## config.mk

```make
export PLATFORM = sky130hd
export DESIGN_NAME = param_bus_arbiter
export DESIGN_NICKNAME = d
export VERILOG_FILES = /design/src/rtl/synth_bus_pkg.sv /design/src/rtl/param_bus_arbiter.sv
export SDC_FILE = /design/constraint.sdc
export NUM_CORES = 1
export LEC_CHECK = 0
export BUFFER_PORTS_ARGS = -buffer_cell sky130_fd_sc_hd__buf_4
export CAP_MARGIN = 20
export CORE_MARGIN = 3
export CORE_UTILIZATION = 57
export CTS_BUF_LIST = sky130_fd_sc_hd__clkbuf_8 sky130_fd_sc_hd__clkbuf_16
export CTS_CLUSTER_SIZE = 14
export DETAILED_ROUTE_END_ITERATION = 10
export GPL_TIMING_DRIVEN = 0
export PLACE_DENSITY = 0.88
export SLEW_MARGIN = 25
export SYNTH_ARGS = -nofsm -noshare
export SYNTH_HDL_FRONTEND = slang
export SYNTH_SLANG_ARGS = --single-unit
```

## constraint.sdc

```tcl
create_clock -name CLOCK_25 -period 4.4 [get_ports CLOCK_25]
set_clock_uncertainty 0.15 [all_clocks]
set_input_delay 0.22 -clock CLOCK_25 [delete_from_list [all_inputs] [get_ports CLOCK_25]]
set_output_delay 0.22 -clock CLOCK_25 [all_outputs]
set_load 0.01 [all_outputs]
```

## src/rtl/synth_bus_pkg.sv

```systemverilog
// Shared types for the synth parameter bus arbiter: FSM states, owner codes,
// the bundled bus request record, and a width helper for the counters.
package synth_bus_pkg;

  typedef enum logic [1:0] {
    IDLE    = 2'd0,
    GNT_DEC = 2'd1,
    GNT_CPU = 2'd2,
    TAIL    = 2'd3
  } arb_state_t;

  localparam logic OWNER_DEC = 1'b0;
  localparam logic OWNER_CPU = 1'b1;

  typedef struct packed {
    logic [6:0] adr;
    logic [4:0] sel;
    logic       read;
    logic       write;
    logic       sysex_send;
  } bus_req_t;

  // Bits needed to count 0..value-1, never less than one bit.
  function automatic int clogb2(input int value);
    int w;
    w = 1;
    while ((1 << w) < value) w++;
    return w;
  endfunction

endpackage

```

## src/rtl/param_bus_arbiter.sv

```systemverilog
// Fair, timeout-protected arbiter for the synth parameter bus (decoder vs CPU).
// Grant one edge after request; bus_* are a 1-cycle registered copy of the owner's inputs.
module param_bus_arbiter
  import synth_bus_pkg::*;
#(
  parameter int TAIL_CYC = 5,
  parameter int MAX_HOLD = 64
) (
  input  logic       CLOCK_25,
  input  logic       reset_reg,
  input  logic       dec_req,
  input  logic [6:0] dec_adr,
  input  logic [4:0] dec_sel,
  input  logic       dec_read,
  input  logic       dec_write,
  input  logic       dec_sysex_send,
  input  logic       cpu_req,
  input  logic [6:0] cpu_adr,
  input  logic [4:0] cpu_sel,
  input  logic       cpu_read,
  input  logic       cpu_write,
  input  logic       cpu_sysex_send,
  output logic       dec_gnt,
  output logic       cpu_gnt,
  output logic [6:0] bus_adr,
  output logic [4:0] bus_sel,
  output logic       bus_read,
  output logic       bus_write,
  output logic       bus_sysex_send,
  output logic       bus_owner,
  output logic       bus_active,
  output logic       hold_timeout
);

  localparam int TAIL_W = clogb2(TAIL_CYC + 1);
  localparam int HOLD_W = clogb2(MAX_HOLD + 1);
  localparam logic [TAIL_W-1:0] TAIL_LAST = TAIL_W'(TAIL_CYC - 1);
  localparam logic [HOLD_W-1:0] HOLD_SAT  = HOLD_W'(MAX_HOLD);
  localparam logic [HOLD_W-1:0] HOLD_LAST = (MAX_HOLD == 0) ? '0 : HOLD_W'(MAX_HOLD - 1);
  localparam bit TIMEOUT_EN = (MAX_HOLD != 0);

  arb_state_t        state_q, state_d;
  logic              last_owner_q, last_owner_d;
  logic              bus_owner_q, bus_owner_d;
  logic              dec_gnt_q, cpu_gnt_q;
  logic              active_q;
  logic              timeout_q, timeout_d;
  bus_req_t          bus_q, bus_d;
  logic [TAIL_W-1:0] tail_cnt_q, tail_cnt_d;
  logic [HOLD_W-1:0] hold_cnt_q, hold_cnt_d;

  bus_req_t dec_bus, cpu_bus, own_bus;
  logic     own_req, oth_req, hold_expired;

  assign dec_bus = '{adr: dec_adr, sel: dec_sel, read: dec_read,
                     write: dec_write, sysex_send: dec_sysex_send};
  assign cpu_bus = '{adr: cpu_adr, sel: cpu_sel, read: cpu_read,
                     write: cpu_write, sysex_send: cpu_sysex_send};

  assign own_req      = (state_q == GNT_DEC) ? dec_req : cpu_req;
  assign oth_req      = (state_q == GNT_DEC) ? cpu_req : dec_req;
  assign own_bus      = (state_q == GNT_DEC) ? dec_bus : cpu_bus;
  assign hold_expired = TIMEOUT_EN && (hold_cnt_q == HOLD_LAST);

  always_comb begin
    state_d      = state_q;
    last_owner_d = last_owner_q;
    bus_owner_d  = bus_owner_q;
    bus_d        = bus_q;
    tail_cnt_d   = tail_cnt_q;
    hold_cnt_d   = hold_cnt_q;
    timeout_d    = 1'b0;
    unique case (state_q)
      IDLE: begin
        // On a tie the side that did not own the bus last wins.
        if (dec_req && (!cpu_req || last_owner_q == OWNER_CPU)) begin
          state_d      = GNT_DEC;
          last_owner_d = OWNER_DEC;
          bus_owner_d  = OWNER_DEC;
          bus_d        = dec_bus;
          hold_cnt_d   = '0;
        end else if (cpu_req) begin
          state_d      = GNT_CPU;
          last_owner_d = OWNER_CPU;
          bus_owner_d  = OWNER_CPU;
          bus_d        = cpu_bus;
          hold_cnt_d   = '0;
        end
      end
      GNT_DEC, GNT_CPU: begin
        if (!own_req || (oth_req && hold_expired)) begin
          state_d          = TAIL;
          tail_cnt_d       = '0;
          bus_d.sel        = '0;
          bus_d.read       = 1'b0;
          bus_d.write      = 1'b0;
          bus_d.sysex_send = 1'b0;
          // A voluntary release in the expiry cycle is not a forced one.
          timeout_d        = own_req;
        end else begin
          bus_d = own_bus;
          if (hold_cnt_q != HOLD_SAT) hold_cnt_d = hold_cnt_q + 1'b1;
        end
      end
      TAIL: begin
        if (tail_cnt_q == TAIL_LAST) state_d = IDLE;
        else                         tail_cnt_d = tail_cnt_q + 1'b1;
      end
      default: state_d = IDLE;
    endcase
  end

  always_ff @(posedge CLOCK_25 or posedge reset_reg) begin
    if (reset_reg) begin
      state_q      <= IDLE;
      last_owner_q <= OWNER_CPU;
      bus_owner_q  <= OWNER_DEC;
      dec_gnt_q    <= 1'b0;
      cpu_gnt_q    <= 1'b0;
      active_q     <= 1'b0;
      timeout_q    <= 1'b0;
      bus_q        <= '0;
      tail_cnt_q   <= '0;
      hold_cnt_q   <= '0;
    end else begin
      state_q      <= state_d;
      last_owner_q <= last_owner_d;
      bus_owner_q  <= bus_owner_d;
      dec_gnt_q    <= (state_d == GNT_DEC);
      cpu_gnt_q    <= (state_d == GNT_CPU);
      active_q     <= (state_d != IDLE);
      timeout_q    <= timeout_d;
      bus_q        <= bus_d;
      tail_cnt_q   <= tail_cnt_d;
      hold_cnt_q   <= hold_cnt_d;
    end
  end

  assign dec_gnt        = dec_gnt_q;
  assign cpu_gnt        = cpu_gnt_q;
  assign bus_adr        = bus_q.adr;
  assign bus_sel        = bus_q.sel;
  assign bus_read       = bus_q.read;
  assign bus_write      = bus_q.write;
  assign bus_sysex_send = bus_q.sysex_send;
  assign bus_owner      = bus_owner_q;
  assign bus_active     = active_q;
  assign hold_timeout   = timeout_q;

  a_one_owner : assert property (@(posedge CLOCK_25) disable iff (reset_reg)
                                 !(dec_gnt && cpu_gnt));

endmodule
```

==> flow_summary.ini <==
[sta]
finalSetupViolations = 0
min_period_ns = 2.39
maxClockFrequency_mhz = 418
relSlewSlack_pct = 51.7
fin_crit_sh_pct = 54.4
tns_ns = 0
report.final.slew_viol_count = 0
tightest_slew_ns = 0.723
rsz0062_at_grt = no
hold_viol = 0

[clocking]
cts_tree = yes
htree_levels = 2
cts_buffers = 5
path_clk_slew_ns = 0.07
ctsResizeCount = 0
root_buffer = clkbuf_8
clockBufferDepth = 2
clock_latency_ns = 0.29
cts_sinks = 33
post_cts_buffers = 0

[routing]
ant_nets = 0
totalWireLength_mm = 5.35
drc = 0
wl_per_cell_um = 17.2
dr.pass1.iters = 5
vias = 1894
drt_iter0_markers = 144
via_per_inst = 6.09

[yosys]
synth_fp_nets = 245
netlist_area_sq_um = 2130
synthFlopType = dfrtp_1
yosysUniqueCellTypes = 51
syn_area_per_cell_sq_um = 10.5
synth-async-reset-ratio_pct = 100
syn_inst = 203
seq_area_frac_synth_pct = 38.8
ys_warn_count = 0
synth-seq-cells = 33
synth_edf_count = 0

[setup_path]
timing.rr.start = state_q[0]
worstSetupPathType = reg2reg
cp-start-kind = flip-flop
cp_max_fo = 10
cp-startpoint = state_q[0]
cp_slowest_cell = dfrtp_1
cp-end-kind = flip-flop
critical_path_buf_inv_count = 3
arrival_ns = 2.41
crit_required_ns = 4.42
crit_chain = inv_1 > ha_1 > inv_2 > a31o_1 > buf_6 > mux2_4 > mux2_2
crit_family = multiplexers
max_stage_delay_ns = 0.45

[final_layout]
layout-drive-gt1-share_pct = 35.1
nNetsFinal = 306
antennaDiodeCount = 0
fin_cells = 311
syn2layout_area_growth_pct = 27.4
fillCellCount = 235
final_common_cell = buf_4
mostFrequentLayoutCells = 54 x buf_4, 32 x dfrtp_1, 18 x mux2i_1, 17 x nand2_1, 11 x inv_1
finish.utilization_pct = 78.3

[place]
gp_congestion = 0.817
post-dp-hpwl_mm = 3.62
numPlacedInstances = 301
io_buffers = 52

[pwr]
p_int_w = 0.00115
p_sw_share_pct = 41.6
switchingPower_w = 0.000821
p_clk_share_pct = 15.1
powerDensity_nw_per_um2 = 726
peakVddDrop_mv = 0.433
comb_power_share_pct = 58.6
power.leakage_nw = 1.25
p_seq_share_pct = 26.3

[status]
status = complete, no violations

[flow_run]
drv_cap = 0

[floorplanning]
rows = 21
core_sq_um = 3470
initial_utilization_pct = 61.4
dieHeight_um = 67.1
die-area_sq_um = 4510
io_pins = 54
die_w_um = 67.1

[global_route]
grt_overflow = 0
grt_max_degree = 34
grt_pass1_vias = 1823
grt_pass1_wl_mm = 8.88
grtUsageTotal_pct = 26.3
antenna_found_initial = 0

[min_path]
hp-class = in2reg
min_from = cpu_read
## timing repair
| action | CTS | global route |
|---|---|---|
| hold endpoints to repair | 33 | 0 |
| setup endpoints to repair | 0 | 0 |
| hold buffers | 2 | 0 |
## logic make-up (layout without fill, tap and decap cells)
| logic type | count (synthesis) | after routing | synth area share [%] |
|---|---|---|---|
| AND/OR/NAND/NOR | 56 | 56 | 13.8 |
| AO/OA/AOI/OAI | 52 | 52 | 20.1 |
| flip-flops | 33 | 33 | 38.8 |
| multiplexers | 32 | 32 | 17.1 |
| buffers and inverters | 22 | 84 | 5.46 |
| adder cells (fa/ha/maj) | 8 | 8 | 4.70 |
## cells in the mapped netlist, drive strengths merged, types with 3 or more instances
library cell	count	area share, %
dfrtp	32	38
mux2i	18	8.5
nand2	17	3.0
mux2	14	8.6
inv	12	2.1
o221ai	10	4.1
nand3	9	2.1
buf	8	3.0
ha	8	4.7
nor2	8	1.4
a211oi	6	2.3
a21oi	6	1.9
o211ai	5	1.8
a31oi	4	1.9
and2	4	1.2
o21ai	4	0.94
a31o	3	1.6
nand4	3	0.88
## per-stage QoR
step	setup slack, ns	power [W]	cell area [sq um]	hold WS [ns]
2_1_floorplan	2.30	0.00131	2130	0.198
6_report	2.01	0.00197	2720	0.112
3_3_place_gp	2.14	0.00162	2580	0.272
4_1_cts	2.01	0.00196	2720	0.111
5_1_grt	1.88	0.00210	2720	0.119
3_5_place_dp	2.09	0.00165	2580	0.242
## state kept, by name (all words and copies together) (netlist names), 2 cells and up
| name | flops |
|---|---|
| bus_sel | 5 |
| tail_cnt_q | 3 |
| bus_adr | 7 |
| hold_cnt_q | 7 |
| state_q | 2 |
## per-layer routing
layer  wire (um)  GRT usage (%)
met5           0              0
met4         103           10.4
met3         364           7.15
met2        2480           39.5
met1        2400           36.0
## area by class of cell
cell class / count / area (sq um) / share of cell area (%)
inverters: 12 / 45.0 / 1.66
repair buffers: 54 / 410 / 15.1
clock inverters: 2 / 33.8 / 1.24
flip-flops and latches: 33 / 827 / 30.5
multi-input cells: 148 / 1190 / 43.7
plain buffers: 10 / 71.3 / 2.63
clock buffers: 6 / 82.6 / 3.04
well taps: 46 / 57.6 / 2.12
## power groups by stage
stage / sequential [W] / combinational (W) / clock, W
2_1_floorplan: 0.000543 / 0.000768 / 0
3_3_place_gp: 0.000514 / 0.00110 / 0
3_5_place_dp: 0.000518 / 0.00113 / 0
4_1_cts: 0.000517 / 0.00115 / 0.000297
5_1_grt: 0.000534 / 0.00125 / 0.000313
6_report: 0.000519 / 0.00116 / 0.000297
## final timing paths
check | to | slack [ns] | cells past startpoint
worst max-delay path | bus_adr[1] | 2.01 | 7
worst min-delay path | bus_read | 0.11 | 3
worst max register to register | bus_adr[1] | 2.01 | 7
worst min register to register | bus_read | 0.35 | 2
max in group asynchronous | hold_cnt_q[2] | 3.17 | 3
min in group asynchronous | bus_adr[3] | 0.47 | 3
## worst register-to-register path, stage by stage, from the launching register on
cell	delay (ns)
dfrtp_1	0.45
inv_1	0.09
ha_1	0.41
inv_2	0.20
a31o_1	0.21
buf_6	0.17
mux2_4	0.32
mux2_2	0.28
No activity file was read; power rests on OpenSTA's default activity.
